### src/rtl/fetch_stage_pkg.sv
// rv32i_types: shared RV32I word, fetch FSM state and instruction-buffer types
package rv32i_types;
  typedef logic [31:0] rv32i_word;
  typedef enum logic [1:0] {FS_REQ, FS_HAVE, FS_DRAIN} fetch_state_t;
  typedef struct packed {
    rv32i_word pc;
    rv32i_word instr;
  } instr_buf_t;
  localparam rv32i_word PC_STEP = 32'd4;
  function automatic rv32i_word pc_inc(input rv32i_word pc);
    return pc + PC_STEP;
  endfunction
endpackage

### src/rtl/fetch_stage_pc_register.sv
// pc_register: loadable program-counter register with synchronous reset
module pc_register
  import rv32i_types::*;
#(
  parameter rv32i_word RESET_VAL = 32'h8000_0000
) (
  input  logic        clk,
  input  logic        rst,
  input  logic        load_i,
  input  logic [31:0] pc_i,
  output logic [31:0] pc_o
);
  rv32i_word pc_q;
  always_ff @(posedge clk)
    if (rst) pc_q <= RESET_VAL;
    else if (load_i) pc_q <= pc_i;
  assign pc_o = pc_q;
endmodule

### src/rtl/fetch_stage.sv
// fetch_stage: one-outstanding-read instruction fetch with a single-entry buffer feeding IF/ID
module fetch_stage
  import rv32i_types::*;
#(
  parameter rv32i_word RESET_PC = 32'h8000_0000
) (
  input  logic        clk,
  input  logic        rst,
  input  logic        stall,
  input  logic        redirect,
  input  logic [31:0] redirect_pc,
  output logic        imem_read,
  output logic [31:0] imem_address,
  input  logic        imem_resp,
  input  logic [31:0] imem_rdata,
  output logic [31:0] pc_out,
  output logic [31:0] pc_plus4_out,
  output logic [31:0] instr_out,
  output logic        instr_valid
);
  fetch_state_t state_q, state_d;
  rv32i_word    req_addr_q, req_addr_d, fetch_pc, pc_nx;
  instr_buf_t   buf_q, buf_d;
  logic         pc_ld;
  pc_register #(.RESET_VAL(RESET_PC)) u_pc (
    .clk    (clk),
    .rst    (rst),
    .load_i (pc_ld),
    .pc_i   (pc_nx),
    .pc_o   (fetch_pc)
  );
  // req_addr only moves once the outstanding read has completed, so the bus address stays stable
  always_comb begin
    state_d    = state_q;
    req_addr_d = req_addr_q;
    buf_d      = buf_q;
    pc_ld      = 1'b0;
    pc_nx      = redirect_pc;
    case (state_q)
      FS_REQ:
        if (redirect) begin
          pc_ld      = 1'b1;
          state_d    = imem_resp ? FS_REQ : FS_DRAIN;
          req_addr_d = imem_resp ? redirect_pc : req_addr_q;
        end else if (imem_resp) begin
          state_d = FS_HAVE;
          buf_d   = '{pc: req_addr_q, instr: imem_rdata};
        end
      FS_HAVE:
        if (redirect || !stall) begin
          pc_ld      = 1'b1;
          pc_nx      = redirect ? redirect_pc : pc_inc(buf_q.pc);
          req_addr_d = pc_nx;
          state_d    = FS_REQ;
        end
      default: begin
        pc_ld      = redirect;
        req_addr_d = imem_resp ? (redirect ? redirect_pc : fetch_pc) : req_addr_q;
        state_d    = imem_resp ? FS_REQ : FS_DRAIN;
      end
    endcase
  end
  always_ff @(posedge clk)
    if (rst) begin
      state_q    <= FS_REQ;
      req_addr_q <= RESET_PC;
      buf_q      <= '0;
    end else begin
      state_q    <= state_d;
      req_addr_q <= req_addr_d;
      buf_q      <= buf_d;
    end
  assign imem_read    = !rst && state_q != FS_HAVE;
  assign imem_address = req_addr_q;
  assign instr_valid  = state_q == FS_HAVE;
  assign pc_out       = buf_q.pc;
  assign instr_out    = buf_q.instr;
  assign pc_plus4_out = pc_inc(buf_q.pc);
endmodule

### config.mk
export PLATFORM = sky130hd
export DESIGN_NAME = fetch_stage
export DESIGN_NICKNAME = d
export VERILOG_FILES = /design/src/rtl/fetch_stage_pkg.sv /design/src/rtl/fetch_stage_pc_register.sv /design/src/rtl/fetch_stage.sv
export SDC_FILE = /design/constraint.sdc
export NUM_CORES = 1
export LEC_CHECK = 0
export CAP_MARGIN = 20
export CORE_MARGIN = 2
export CORE_UTILIZATION = 51
export DETAILED_ROUTE_END_ITERATION = 16
export HOLD_SLACK_MARGIN = 0.1
export PLACE_DENSITY = 0.87
export SETUP_SLACK_MARGIN = 0.1
export SLEW_MARGIN = 20
export SYNTH_ARGS = -nofsm -noshare
export SYNTH_HDL_FRONTEND = slang
export SYNTH_SLANG_ARGS = --single-unit
### constraint.sdc
create_clock -name clk -period 5.82 [get_ports clk]
set_input_delay 1.164 -clock clk [delete_from_list [all_inputs] [get_ports clk]]
set_output_delay 1.164 -clock clk [all_outputs]
set_load 0.05 [all_outputs]
======== Word level (Yosys, flattened, before mapping) ========
Cells that the tools add are included.
word-level totals
  register bits ........................... 130
cells by class
  add/sub/neg operators ................... 1
  equal/unequal tests ..................... 6
  multiplexer cells ....................... 17
  bitwise operators ....................... 1
  reduce and logical (&&, ||, !) cells .... 9
operator list
  kind                   number
  $mux 32                8
  $pmux 32 s2            1
  $add 32x3->32 const B  1
  $mux 2                 4
  $ne 2x1->1 const B     2
  $ne 2x2->1 const B     2
  $pmux 2 s2             1
  $reduce_and 4->1       1
  $ne 3x3->1 const B     1
  $reduce_and 3->1       1
  $eq 2x1->1 const B     1
  $logic_not 1->1        2
  $logic_not 2->1        1
  $mux 1                 2
  $pmux 1 s2             1
  $reduce_and 2->1       1
  $reduce_bool 2->1      1
  $logic_and 1x1->1      1
  $logic_or 1x1->1       1
  $not 1->1              1

======== Logic depth before layout (Yosys ltp) ========
  depth after elaboration ................. 4
  mapped depth ............................ 9
  gate-level depth less buffers ........... 6

======== Modules after synthesis ========
From an unflattened synthesis, not the netlist that was laid out.
second synthesis, totals
  cells, all modules ...................... 805
  area, all modules ....................... 6417.4 sq um
by module, submodules not included
  module       instances  cells each  area an instance (sq um)
  fetch_stage  1          702         5251.3
  pc_register  1          103         1166.1

======== Worst setup path before layout ========
OpenSTA, ideal clock, no wires.
  kind .................................... reg-to-output
  start point ............................. register buf_q, in the netlist pc_out[11]
  end point ............................... output port pc_plus4_out[30]
  data arrival time ....................... 2.759 ns
  required time ........................... 4.656 ns
  setup slack ............................. 1.897 ns
  stages on the path, launching flop included .. 7
  cell sequence ........................... dfxtp_1 > nand3_2 > or4_1 > buf_2 > buf_4 > nor3_1 > xor2_1
on the way
  word-level cells in the longest chain between the ends .. 1
ends and longest elaborated chain
  what                    line                   source
  start, declared         fetch_stage.sv:23      instr_buf_t buf_q, buf_d;
  start signal, assigned  fetch_stage.sv:71      buf_q <= buf_d;
  $add 32x3->32           fetch_stage_pkg.sv:11  return pc + PC_STEP;
  end, declared           fetch_stage.sv:17      output logic [31:0] pc_plus4_out,
No other way between the ends.

======== Worst setup path after layout ========
  start point ............................. register buf_q, in the netlist pc_out[2]
  end point ............................... output port pc_plus4_out[22]
Same word-level chain as after synthesis.

==> results.toml <==
[status]
outcome = "finished, final reports clean"

[synthesis]
yosys.cell_types.count = 62
synthFlopType = "dfxtp_1"
yosysTopAreaCell = "dfxtp_1"
synth_edf_count = 0
synth_compound_area_share_pct = 25.0
yosysSeqAreaShare_pct = 40.9
yosys.area.top_type_share_pct = 40.9
synthesis.area_mm2 = 0.00637
synth-simple-area-share_pct = 24.8
muxShareOfSynthArea_pct = 1.36
synth.top_cells.by_area = "dfxtp_1 41%, nand2_1 11%, a21oi_1 7.2%"
synthArstFlopShare_pct = 0
synth_area_per_cell_um2 = 7.63
synth_xor_area_share_pct = 2.48
synth_fp_nets = 905
synthAdderAreaFrac_pct = 0.196
synth_seq_cells = 130
synthCells = 835
synth_top_family_by_area = "compound AO/OA/AOI/OAI gates"
yosysWarnings = 0

[worst_hold_path]
hold_path.class = "reg -> reg"

[finish]
finish.net_count = 1066
final_cell_mix = "196 x clkdlybuf4s50_1, 190 x nand2_1, 130 x dfxtp_1"
drive_above_1_share_pct = 6.85
final_area_mm2 = 0.00901
syn_to_final_growth_pct = 41.5
final_cells = 1176
insertedDiodeCount = 0
final_common_cell = "clkdlybuf4s50_1"

[global_route]
first_global_vias = 6862
antenna_found_initial = 0
grt_max_degree = 65
grt.overflow.total = 0
gr-usage-all-layers_pct = 33.9
grt_pass1_wl_um = 35300

[pwr]
p_leak_nw = 3.22
power_density_mw_per_mm2 = 296
ir_worst_vdd_v = 0.000253

[cts]
cts_resized = 0
clk_latency_ns = 0.43
cts_buffers = 17
clockRootBuffer = "clkbuf_16"
post-cts-setup-buffers = 0
clock-sinks = 130
cts_hold_repair.buffers = 0
clkSlewWorstSetupHoldPaths_ns = 0.05
htree_levels = 4
cts_tree = "built"
clock_path_buffers = 2

[floorplanning]
dieArea_mm2 = 0.0134
fp.dieW_um = 116
rows = 40
start_util_pct = 52.6
die_y_um = 116
io_pins = 199
core_area_mm2 = 0.0121

[sta]
worst_pin_slew_ns = 0.924
timing.hold.ws_ns = 0.451
slew_violations = 0
grt_setup_unrepaired = "no"
slew_headroom_pct = 38.3
setup_tns_ns = 0
setup_ws_ns = 1.16
max_freq_mhz = 215
final-hold-violation-count = 0
finalCritPeriodShare_pct = 80.0
finalSetupViolations = 0
finalClockSkew_ns = 0.00694
period_minus_slack_ns = 4.66

[critical_path]
end_kind = "primary output"
cp_max_fo = 9
worstSetupPathType = "reg -> out"
start_kind = "register"
cp_data_arrival_time_ns = 3.49
cp_slowest_cell = "clkdlybuf4s50_1"
slowest_delay_ns = 0.80
path_cells = "ha_1 > nand4_1 > or4_1 > nor4_1 > or2_2 > clkdlybuf4s50_1"
cp.required_ns = 4.66

[run]
drv_cap = 0

[routing]
ant_nets = 0
wl_per_cell_um = 19.3
drc_errors = 0
drt-initial-drc-count = 893
drt_pass1_iterations = 6
vias = 7174
drt-total-wl_um = 22700
vias_per_cell = 6.10

[placement]
place.gp.congestion = 0.914
placed_cells = 1145
dp_worst_setup_slack_ns = 1.70
place_hpwl_um = 15000
place_area_mm2 = 0.00837
port_buffers = 198
[Yosys cell counts, types with 6 or more instances]
| library cell | n |
|---|---|
| nand2_1 | 190 |
| dfxtp_1 | 130 |
| a21oi_1 | 92 |
| clkbuf_1 | 55 |
| o21ai_0 | 54 |
| nor2_1 | 42 |
| inv_1 | 18 |
| a31oi_1 | 16 |
| xnor2_1 | 12 |
| a221oi_1 | 11 |
| nor3_1 | 11 |
| nand2b_1 | 10 |
| nand3_1 | 10 |
| nand4_1 | 10 |
| a22oi_1 | 9 |
| nor4_1 | 9 |
| a22o_1 | 7 |
| nor2b_1 | 7 |
| o21a_1 | 7 |
| o31a_1 | 7 |
| or2_2 | 7 |
| a21o_1 | 6 |
| xor2_1 | 6 |
[where the power goes]
part | internal, mW | switching [mW] | total, mW
clock network | 0.758 | 0.397 | 1.15
registers | 0.944 | 0.0469 | 0.991
logic | 0.187 | 0.332 | 0.519
[worst paths after layout]
path	startpoint	endpoint	slack [ns]	cells past startpoint
setup / recovery	pc_out[2]	pc_plus4_out[22]	1.16	6
hold / removal	instr_out[9]	instr_out[9]	0.45	2
setup reg to reg	state_q[1]	u_pc.pc_o[31]	2.76	6
hold reg to reg	instr_out[9]	instr_out[9]	0.45	2
[layer usage]
layer | GRT usage, % | wire, um | vias up
met5 | 0 | 0 | -
met4 | 18.0 | 834 | 0
met3 | 11.4 | 2430 | 90
met2 | 55.4 | 10600 | 477
met1 | 39.5 | 8860 | 3332
li1 | - | - | 3275
[state kept, by name, summed over array words and instances (netlist names)]
signal	cells
u_pc.pc_o	32
state_q	2
instr_out	32
imem_address	32
pc_out	32
[cells by family after synthesis]
family                     after synthesis
AOI/OAI and AO/OA                      253
xor gates and xnor gates                18
adders and majority gates                1
buffers and inverters                   86
DFF                                    130
muxes                                    8
and+or+nand+nor                        339
[per-stage QoR]
| step | power (mW) | util [%] |
|---|---|---|
| 2_1_floorplan | 1.32 | - |
| 3_3_place_gp | 1.51 | 69.1 |
| 3_5_place_dp | 1.52 | 69.1 |
| 4_1_cts | 2.66 | 74.4 |
| 5_1_grt | 2.74 | 74.4 |
| 6_report | 2.66 | 74.4 |
[cell type report]
cell class | instances | area (um^2)
Clock buffer | 22 | 484
Tap cell | 168 | 210
Inverter | 19 | 71.3
Clock inverter | 9 | 153
Sequential cell | 130 | 2600
Fill cell | 923 | 3100
Timing Repair Buffer | 209 | 2060
Multi-Input combinational cell | 619 | 3430
[critical path: cells and delay by family (launching register included)]
kind	cells	cell delay [ns]
simple gates	4	1.50
buf+inv	1	0.80
flops	1	0.48
fa+ha+maj	1	0.28
(Power assumes the default switching activity.)
